<file path="src/rtl/rll_key_loader.sv">
// Serial key loader for RLL-locked netlists: receives a framed, even-parity key
// over valid/ready, commits good keys, drives DECOY otherwise, locks out after repeated bad frames.
module rll_key_loader #(
    parameter int unsigned       KEY_W    = 32,
    parameter int unsigned       MAX_FAIL = 3,
    parameter logic [KEY_W-1:0]  DECOY    = '0
) (
    input  logic             clk,
    input  logic             rst,
    input  logic             ser_valid,
    output logic             ser_ready,
    input  logic             ser_data,
    input  logic             ser_last,
    output logic [KEY_W-1:0] key_out,
    output logic             key_valid,
    output logic             load_err,
    output logic             locked
);

    localparam int unsigned CNT_W  = $clog2(KEY_W + 2);
    localparam int unsigned FAIL_W = 4;

    localparam logic [CNT_W-1:0]  DATA_LEN  = CNT_W'(KEY_W);
    localparam logic [CNT_W-1:0]  FRAME_LEN = CNT_W'(KEY_W + 1);
    localparam logic [FAIL_W-1:0] FAIL_MAX  = FAIL_W'(MAX_FAIL);

    localparam logic [1:0] ST_IDLE   = 2'd0;
    localparam logic [1:0] ST_SHIFT  = 2'd1;
    localparam logic [1:0] ST_CHECK  = 2'd2;
    localparam logic [1:0] ST_LOCKED = 2'd3;

    logic [1:0]       state_q,     state_d;
    logic [CNT_W-1:0] cnt_q,       cnt_d;
    logic [KEY_W-1:0] shreg_q,     shreg_d;
    logic             par_q,       par_d;
    logic             bad_q,       bad_d;
    logic [FAIL_W-1:0] fail_q,     fail_d;
    logic [KEY_W-1:0] key_q,       key_d;
    logic             key_valid_q, key_valid_d;
    logic             load_err_q,  load_err_d;
    logic             locked_q,    locked_d;

    logic             accept_c;
    logic [CNT_W-1:0] cnt_inc_c;
    logic             par_inc_c;

    // Ready is a pure state decode, held low while reset is asserted.
    assign ser_ready = !rst && ((state_q == ST_IDLE) || (state_q == ST_SHIFT));
    assign accept_c  = ser_valid && ser_ready;
    assign cnt_inc_c = cnt_q + CNT_W'(1);
    assign par_inc_c = par_q ^ ser_data;

    // Next-state and next-output logic.
    always_comb begin
        state_d     = state_q;
        cnt_d       = cnt_q;
        shreg_d     = shreg_q;
        par_d       = par_q;
        bad_d       = bad_q;
        fail_d      = fail_q;
        key_d       = key_q;
        key_valid_d = key_valid_q;
        load_err_d  = 1'b0;
        locked_d    = locked_q;

        case (state_q)
            ST_IDLE: begin
                if (accept_c) begin
                    cnt_d   = CNT_W'(1);
                    shreg_d = {ser_data, shreg_q[KEY_W-1:1]};
                    par_d   = ser_data;
                    if (ser_last) begin
                        // A one-bit frame can never be the right length.
                        bad_d      = 1'b1;
                        load_err_d = 1'b1;
                        state_d    = ST_CHECK;
                    end else begin
                        state_d = ST_SHIFT;
                    end
                end
            end
            ST_SHIFT: begin
                if (accept_c) begin
                    cnt_d = cnt_inc_c;
                    par_d = par_inc_c;
                    if (cnt_q < DATA_LEN) begin
                        shreg_d = {ser_data, shreg_q[KEY_W-1:1]};
                    end
                    if (ser_last || (cnt_inc_c == FRAME_LEN)) begin
                        bad_d      = (cnt_inc_c != FRAME_LEN) || !ser_last || par_inc_c;
                        load_err_d = bad_d;
                        state_d    = ST_CHECK;
                    end
                end
            end
            ST_CHECK: begin
                cnt_d = '0;
                par_d = 1'b0;
                bad_d = 1'b0;
                if (!bad_q) begin
                    key_d       = shreg_q;
                    key_valid_d = 1'b1;
                    fail_d      = '0;
                    state_d     = ST_IDLE;
                end else begin
                    key_d       = DECOY;
                    key_valid_d = 1'b0;
                    if (fail_q < FAIL_MAX) begin
                        fail_d = fail_q + FAIL_W'(1);
                    end
                    if ((fail_q + FAIL_W'(1)) >= FAIL_MAX) begin
                        locked_d = 1'b1;
                        state_d  = ST_LOCKED;
                    end else begin
                        state_d = ST_IDLE;
                    end
                end
            end
            ST_LOCKED: begin
                key_d       = DECOY;
                key_valid_d = 1'b0;
                locked_d    = 1'b1;
            end
            default: begin
                state_d = ST_IDLE;
            end
        endcase
    end

    // State and output registers.
    always_ff @(posedge clk) begin
        if (rst) begin
            state_q     <= ST_IDLE;
            cnt_q       <= '0;
            shreg_q     <= '0;
            par_q       <= 1'b0;
            bad_q       <= 1'b0;
            fail_q      <= '0;
            key_q       <= DECOY;
            key_valid_q <= 1'b0;
            load_err_q  <= 1'b0;
            locked_q    <= 1'b0;
        end else begin
            state_q     <= state_d;
            cnt_q       <= cnt_d;
            shreg_q     <= shreg_d;
            par_q       <= par_d;
            bad_q       <= bad_d;
            fail_q      <= fail_d;
            key_q       <= key_d;
            key_valid_q <= key_valid_d;
            load_err_q  <= load_err_d;
            locked_q    <= locked_d;
        end
    end

    assign key_out   = key_q;
    assign key_valid = key_valid_q;
    assign load_err  = load_err_q;
    assign locked    = locked_q;

endmodule
</file>
<file path="config.mk">
export PLATFORM = sky130hd
export DESIGN_NAME = rll_key_loader
export DESIGN_NICKNAME = d
export VERILOG_FILES = /design/src/rtl/rll_key_loader.sv
export SDC_FILE = /design/constraint.sdc
export NUM_CORES = 1
export LEC_CHECK = 0
export CORE_ASPECT_RATIO = 0.75
export CORE_MARGIN = 3
export CORE_UTILIZATION = 50
export CTS_BUF_LIST = sky130_fd_sc_hd__clkbuf_4
export CTS_CLUSTER_DIAMETER = 100
export CTS_CLUSTER_SIZE = 14
export DETAILED_ROUTE_END_ITERATION = 7
export GPL_ROUTABILITY_DRIVEN = 0
export PLACE_DENSITY = 0.77
export SYNTH_ARGS = -nofsm -noshare
export SYNTH_HDL_FRONTEND = slang
export SYNTH_SLANG_ARGS = --single-unit
export TNS_END_PERCENT = 50
</file>
<file path="constraint.sdc">
create_clock -name clk -period 1.7 [get_ports clk]
set_input_delay 0.34 -clock clk [delete_from_list [all_inputs] [get_ports clk]]
set_output_delay 0.34 -clock clk [all_outputs]
set_load 0.05 [all_outputs]
</file>
======== Word-level counts from Yosys, hierarchy flattened ========
Cells that the tools add are included.
cells by class
  add/sub/neg operators ................... 2
  mux-type cells .......................... 36
  $lt $le $gt $ge ......................... 3
  eq/ne operators ......................... 13
  reductions and logical operators ........ 18
  bitwise gates (word level) .............. 1
operators with widths
  operator             number
  $mux 32              4
  $pmux 32 s2          2
  $pmux 6 s3           1
  $mux 1               13
  $mux 2               6
  $mux 6               2
  $ne 2x2->1 const B   5
  $mux 4               2
  $reduce_and 4->1     2
  $add 6x1->6 const B  1
  $eq 6x6->1 const B   1
  $lt 6x6->1 const B   1
  $ne 2x1->1 const B   3
  $ne 6x6->1 const B   1
  $pmux 1 s2           3
  $pmux 1 s3           2
  $pmux 2 s3           1
  $reduce_and 3->1     2
  $reduce_and 5->1     1
  $add 4x1->4 const B  1
  $eq 2x2->1 const B   2
  $ge 4x2->1 const B   1
  $logic_or 1x1->1     4
  $lt 4x2->1 const B   1
  other kinds (8)      11
word-level totals
  register bits after elaboration ......... 81
  output and inout port bits .............. 36
  bits of input ports ..................... 5
  word-level logic and storage cells ...... 83

======== Depth between registers and ports, before layout ========
  word-level depth ........................ 7
  gate-level depth with buffers ........... 8
  mapped depth without buffers ............ 7

======== Least setup slack after synthesis ========
No wires, ideal clock.
  path type ............................... flip-flop to flip-flop
  start ................................... reg state_q[1]
  end ..................................... reg shreg_q[28]
  path buffers ............................ 1
  setup slack ............................. -0.092 ns
  stages on the path, launching flop included .. 9
  required time ........................... 1.629 ns
  library setup time ...................... 0.071 ns
  arrival ................................. 1.721 ns
  clock period less this slack ............ 1.792 ns
  cells stage by stage .................... dfxtp_1 > inv_1 > ha_1 > o21ba_2 > nand2_1 > a21oi_1 > buf_2 > nand2_1 > a21oi_1
between the ends
  cells in the longest elaborated chain, start to end .. 6
  elaborated cells on any way between the ends .. 11
  those cells by class .................... eq/ne (4); mux (1); reduce/logical (6)
RTL lines
  what                                                  line  RTL
  start, declared                                       32    logic [1:0] state_q, state_d;
  start signal, assigned                                144   state_q <= state_d;
  $eq 2x1->1 / $logic_not 2->1 (equally long branches)  48    assign ser_ready = !rst && ((state_q == ST_IDLE) || (state_q == ST_SHIFT));
  $logic_or 1x1->1 (*)                                  48
  $logic_and 1x1->1 (*)                                 48
  net ser_ready                                         11    output logic ser_ready,
  $logic_and 1x1->1 (*)                                 49    assign accept_c = ser_valid && ser_ready;
  $ne 2x2->1 (no line)                                  n/a
  $reduce_and 4->1 (no line) (*)                        n/a
  end signal, assigned                                  146   shreg_q <= shreg_d;
  end, declared                                         34    logic [KEY_W-1:0] shreg_q, shreg_d;
The timed path passes the listed nets; every way through them passes the cells marked *.
A chain may end at the register's enable or synchronous reset.

======== Worst setup path in the final report ========
  start ................................... reg state_q[1]
  end ..................................... out ser_ready
between the ends
  cells in the longest elaborated chain, start to end .. 3
  elaborated cells on any way between the ends .. 4
  those cells by class .................... eq/ne (1); reduce/logical (3)
RTL lines
  what                                                  line
  $eq 2x1->1 / $logic_not 2->1 (equally long branches)  48
  $logic_or 1x1->1 (*)                                  48
  $logic_and 1x1->1 (*)                                 48
  end, declared                                         11
Every way passes the cells marked *; elsewhere a longest branch is shown, timed or not.

==> run summary <==
After the first detailed-routing iteration, the DRC count stood at 206. The slowest stage of the critical path is the sky130_fd_sc_hd__dfxtp_2 cell. Kind of critical path: reg2out.

STA classifies the critical path endpoint as an output port. In this run the horizontal extent of the chip is 99.11 um. The worst path needs 1794 ps of the cycle, external delays included. Of all nets on the critical path, the largest fanout is 3.

The final core area utilization came out at 0.7067. For this run, the leading register cell type out of synthesis is sky130_fd_sc_hd__dfxtp_1. The routed layout has 2930 vias. The cell at the root of the clock tree is sky130_fd_sc_hd__clkbuf_4.

On the final layout, the worst hold slack is 407.5 ps. The cell area reported after detailed placement was 3810 sq um. The tools report the final instance count without filler cells as 526. Grouping stages by cell kind, the critical path spends the most delay in flip-flops. The run gives 12.16 ps as the clock tree skew after final layout. Derived from the worst setup path, the maximum achievable clock frequency is 557.3 MHz. Summing all multi-input logic gate instances after layout gives 1667 sq um.

The critical path goes through inv_4 > ha_4 > buf_6 > o21ba_4 > buf_8. The logs give 3251 sq um for the area of the mapped netlist and 4785 um for the HPWL reported at the end of detailed placement. The tools report the launching element type of the critical path as a flip-flop. Setup repair after global routing could not meet its margin everywhere.

The run gives 420 ps as the clock network latency to the later pin of the worst-skew pair. The port buffer count is 40, and the peak supply drop is 0.8682 mV. Ranked by total cell area, the synthesized netlist is headed by sky130_fd_sc_hd__dfxtp_1 50%, sky130_fd_sc_hd__nand2_1 8.2%, sky130_fd_sc_hd__a22oi_1 7.4%.

Counting flops and latches in the post-synthesis netlist gives 81. The via count of the first global-routing pass is 2632, and the yosys synthesis warning count is 0. The maximum number of pins on one net before global-route repair was 58; the biggest cell delay along the critical path was 370 ps.

The sequential cells in the finished layout cover a total of 1643 sq um. The top-area cell type share of the netlist area came out at 0.4988. The layout filler cell count came out at 454. The die covers 7515 sq um.

Setup violations remaining at the end of the flow were counted as 33. The logs give 45 for the count of unique library cells instantiated by Yosys and 1450 ps for the arrival time of data at the critical path endpoint. The max-slew headroom at the worst pin was 0.6221; the post-route DRC violation count was 0. CTS built an H-tree with a depth of 3. Number of top-level pins: 41. In this run the deepest clock path goes through 2 buffers. The area added between synthesis and finish was 31.22%.

The final instance area came out at 4265 sq um. The tools report the global-route wire length before repair as 12320 um. The cell count after synthesis came out at 377. The number of hold buffers added after CTS was 0.

The setup slack at placement was -174.8 ps; the count of antenna diodes in the layout was 0. Counting both buffers and inverters, the worst setup path holds a total of 3. The number of rows created at floorplan was 24. For the number of pins exceeding their max-slew limit in the final report, the log shows 0. The number of nets in the layout came out at 456.

Across the run, the number of max-cap violations was 0. The run gives 5 as the number of detailed-routing iterations run before antenna repair. TritonCTS built the clock tree. Share of layout cells above drive strength 1: 0.3080.

For the worst setup path, the data required time is 1360 ps. In this run the vertical extent of the chip is 75.83 um. The final reports fail on negative setup slack. The total negative setup slack was -1413 ps. The synthesized design spends more area on one cell type than any other, namely sky130_fd_sc_hd__dfxtp_1.

Dividing the detail-routed wire length by the instance count gives 14.99 um. Synthesis produced a netlist with a net count of 390. The clock net in this run drives a total of 81 sinks. Summing internal, switching and leakage power gives 5.070 mW. For the initial antenna violation count, the log shows 0. Leakage component of the power: 1.653 nW. The run gives 0.5386 as the starting density of the core. The fraction of synthesis flops using an asynchronous set or reset pin was 0. The run finished, with violations left. Clock transition time at the flip-flop clock pins of the worst setup and hold paths: 120 ps.

For the pin with the worst max-slew slack, the measured transition is 566.9 ps. For the worst setup margin, the log shows -94.28 ps. In this run the worst hold path is classified as in2reg. The setup slack of the worst register-to-register path was -80 ps.

In this run, CTS created clock tree buffers numbering 9. The sequential fraction of the synthesis area came out at 0.4988. Summed over all layers, the global routing overflow is 0.

In this run, placement finished with an instance count of 499. In this run, synthesis inferred 0 flip-flops with an integrated enable. The routed via count divided by cell count was 5.570; the synthesized area per cell was 8.622 sq um. The routed design has 7887 um of wire. For this design the ratio of total power to cell area is 1189 nW/um^2. The period utilization is 1.055.

The detail route stage leaves a number of antenna-violating nets equal to 0. For the total track usage, the log shows 0.2075. For the total count of hold-check failures in the final report, the log shows 0.

In this run the standard cell core region covers 6036 sq um.
==> repair_timing <==
action,CTS,global route
cloned,1,0
pin swaps,2,14
endpoints found under the setup margin,53,74
setup buffers,3,7
gates resized for setup,25,31
==> cell usage after synthesis, types with 2 or more instances <==
cell type and n:
sky130_fd_sc_hd__nor3b_1 5, sky130_fd_sc_hd__or4_1 2, sky130_fd_sc_hd__a21oi_1 44, sky130_fd_sc_hd__and3_1 3
sky130_fd_sc_hd__nor3_1 2, sky130_fd_sc_hd__nand2_1 71, sky130_fd_sc_hd__nand3_1 3, sky130_fd_sc_hd__o311a_1 2
sky130_fd_sc_hd__buf_2 6, sky130_fd_sc_hd__dfxtp_1 81, sky130_fd_sc_hd__and2_1 2, sky130_fd_sc_hd__nor2_1 47
sky130_fd_sc_hd__nand4_1 2, sky130_fd_sc_hd__a211oi_1 3, sky130_fd_sc_hd__a21o_1 2, sky130_fd_sc_hd__buf_6 2
sky130_fd_sc_hd__a22oi_1 32, sky130_fd_sc_hd__o21ai_0 8, sky130_fd_sc_hd__o21ai_1 2, sky130_fd_sc_hd__clkbuf_1 15
sky130_fd_sc_hd__inv_1 8, sky130_fd_sc_hd__nor2b_1 2, sky130_fd_sc_hd__ha_1 8, sky130_fd_sc_hd__xnor2_1 3
sky130_fd_sc_hd__a32oi_1 2
==> registers in the layout (all words and copies together) (netlist names) <==
name	cells
shreg_q	32
fail_q	4
load_err	1
key_out	32
key_valid	1
locked	1
state_q	2
par_q	1
bad_q	1
cnt_q	6
==> tightest hold or removal path: stages <==
cell                     delay, ps
sky130_fd_sc_hd__buf_2         120
sky130_fd_sc_hd__buf_4         220
sky130_fd_sc_hd__nor2_1        110
==> routing by layer <==
layer	share of wire	vias up	global-route usage	wire, um
li1	-	1448	-	-
met1	0.46	1389	0.2742	3641
met2	0.46	83	0.3378	3660
met3	0.063	10	0.05124	495
met4	0.011	0	0.07121	89
met5	0	-	0	0
==> final cells by class <==
| class | count | area share |
|---|---|---|
| Inverter | 8 | 0.008214 |
| Timing Repair Buffer | 78 | 0.1605 |
| Sequential cell | 81 | 0.3852 |
| Clock inverter | 5 | 0.01320 |
| Clock buffer | 11 | 0.01936 |
| Tap cell | 78 | 0.02288 |
| Multi-Input combinational cell | 265 | 0.3907 |
==> cells by family (layout without fill, tap and decap cells) <==
logic type	count (synthesis)	count (layout)	share of synthesized area
DFF	81	81	0.4988
xor gates and xnor gates	3	3	0.008085
AOI/OAI and AO/OA	105	105	0.2167
and+or+nand+nor	149	149	0.2029
adders and majority gates	8	8	0.03079
buffers and inverters	31	102	0.04272
==> where the power goes <==
group,leakage (nW),total (mW),internal (mW),switching (mW)
sequential,0.659,2.07,1.98,0.0906
combinational,0.916,1.88,0.840,1.04
clock,0.0785,1.12,0.480,0.637
total,1.65,5.07,3.30,1.77
==> final timing paths <==
| path | start | to | cells past startpoint |
|---|---|---|---|
| setup / recovery | state_q[1]$_SDFFE_PP0P_ | ser_ready | 5 |
| hold / removal | rst | key_valid$_SDFFE_PP0P_ | 3 |
| setup reg to reg | state_q[1]$_SDFFE_PP0P_ | shreg_q[19]$_SDFFE_PP0P_ | 10 |
| hold reg to reg | shreg_q[19]$_SDFFE_PP0P_ | shreg_q[18]$_SDFFE_PP0P_ | 2 |
==> placed cells by master, fill, tap and decap left out, drive strengths merged, types with 2 or more instances in the layout <==
cell	netlist	layout
ha	8	8
xnor2	3	3
or4	2	2
and3	3	3
clkdlybuf4s50	0	3
clkinv	0	4
nor3b	5	5
nand4	2	2
nand3	3	3
buf	8	74
a32oi	2	2
clkbuf	15	11
and2	3	3
nand2	71	71
nor2b	2	2
nor2	47	47
a21o	2	2
nor3	2	2
a22oi	32	32
o311a	2	2
a211oi	3	3
inv	8	8
o21ai	11	11
or2b	2	2
dfxtp	81	81
a21oi	44	44
Note: power is estimated with default switching activity, not from simulation.
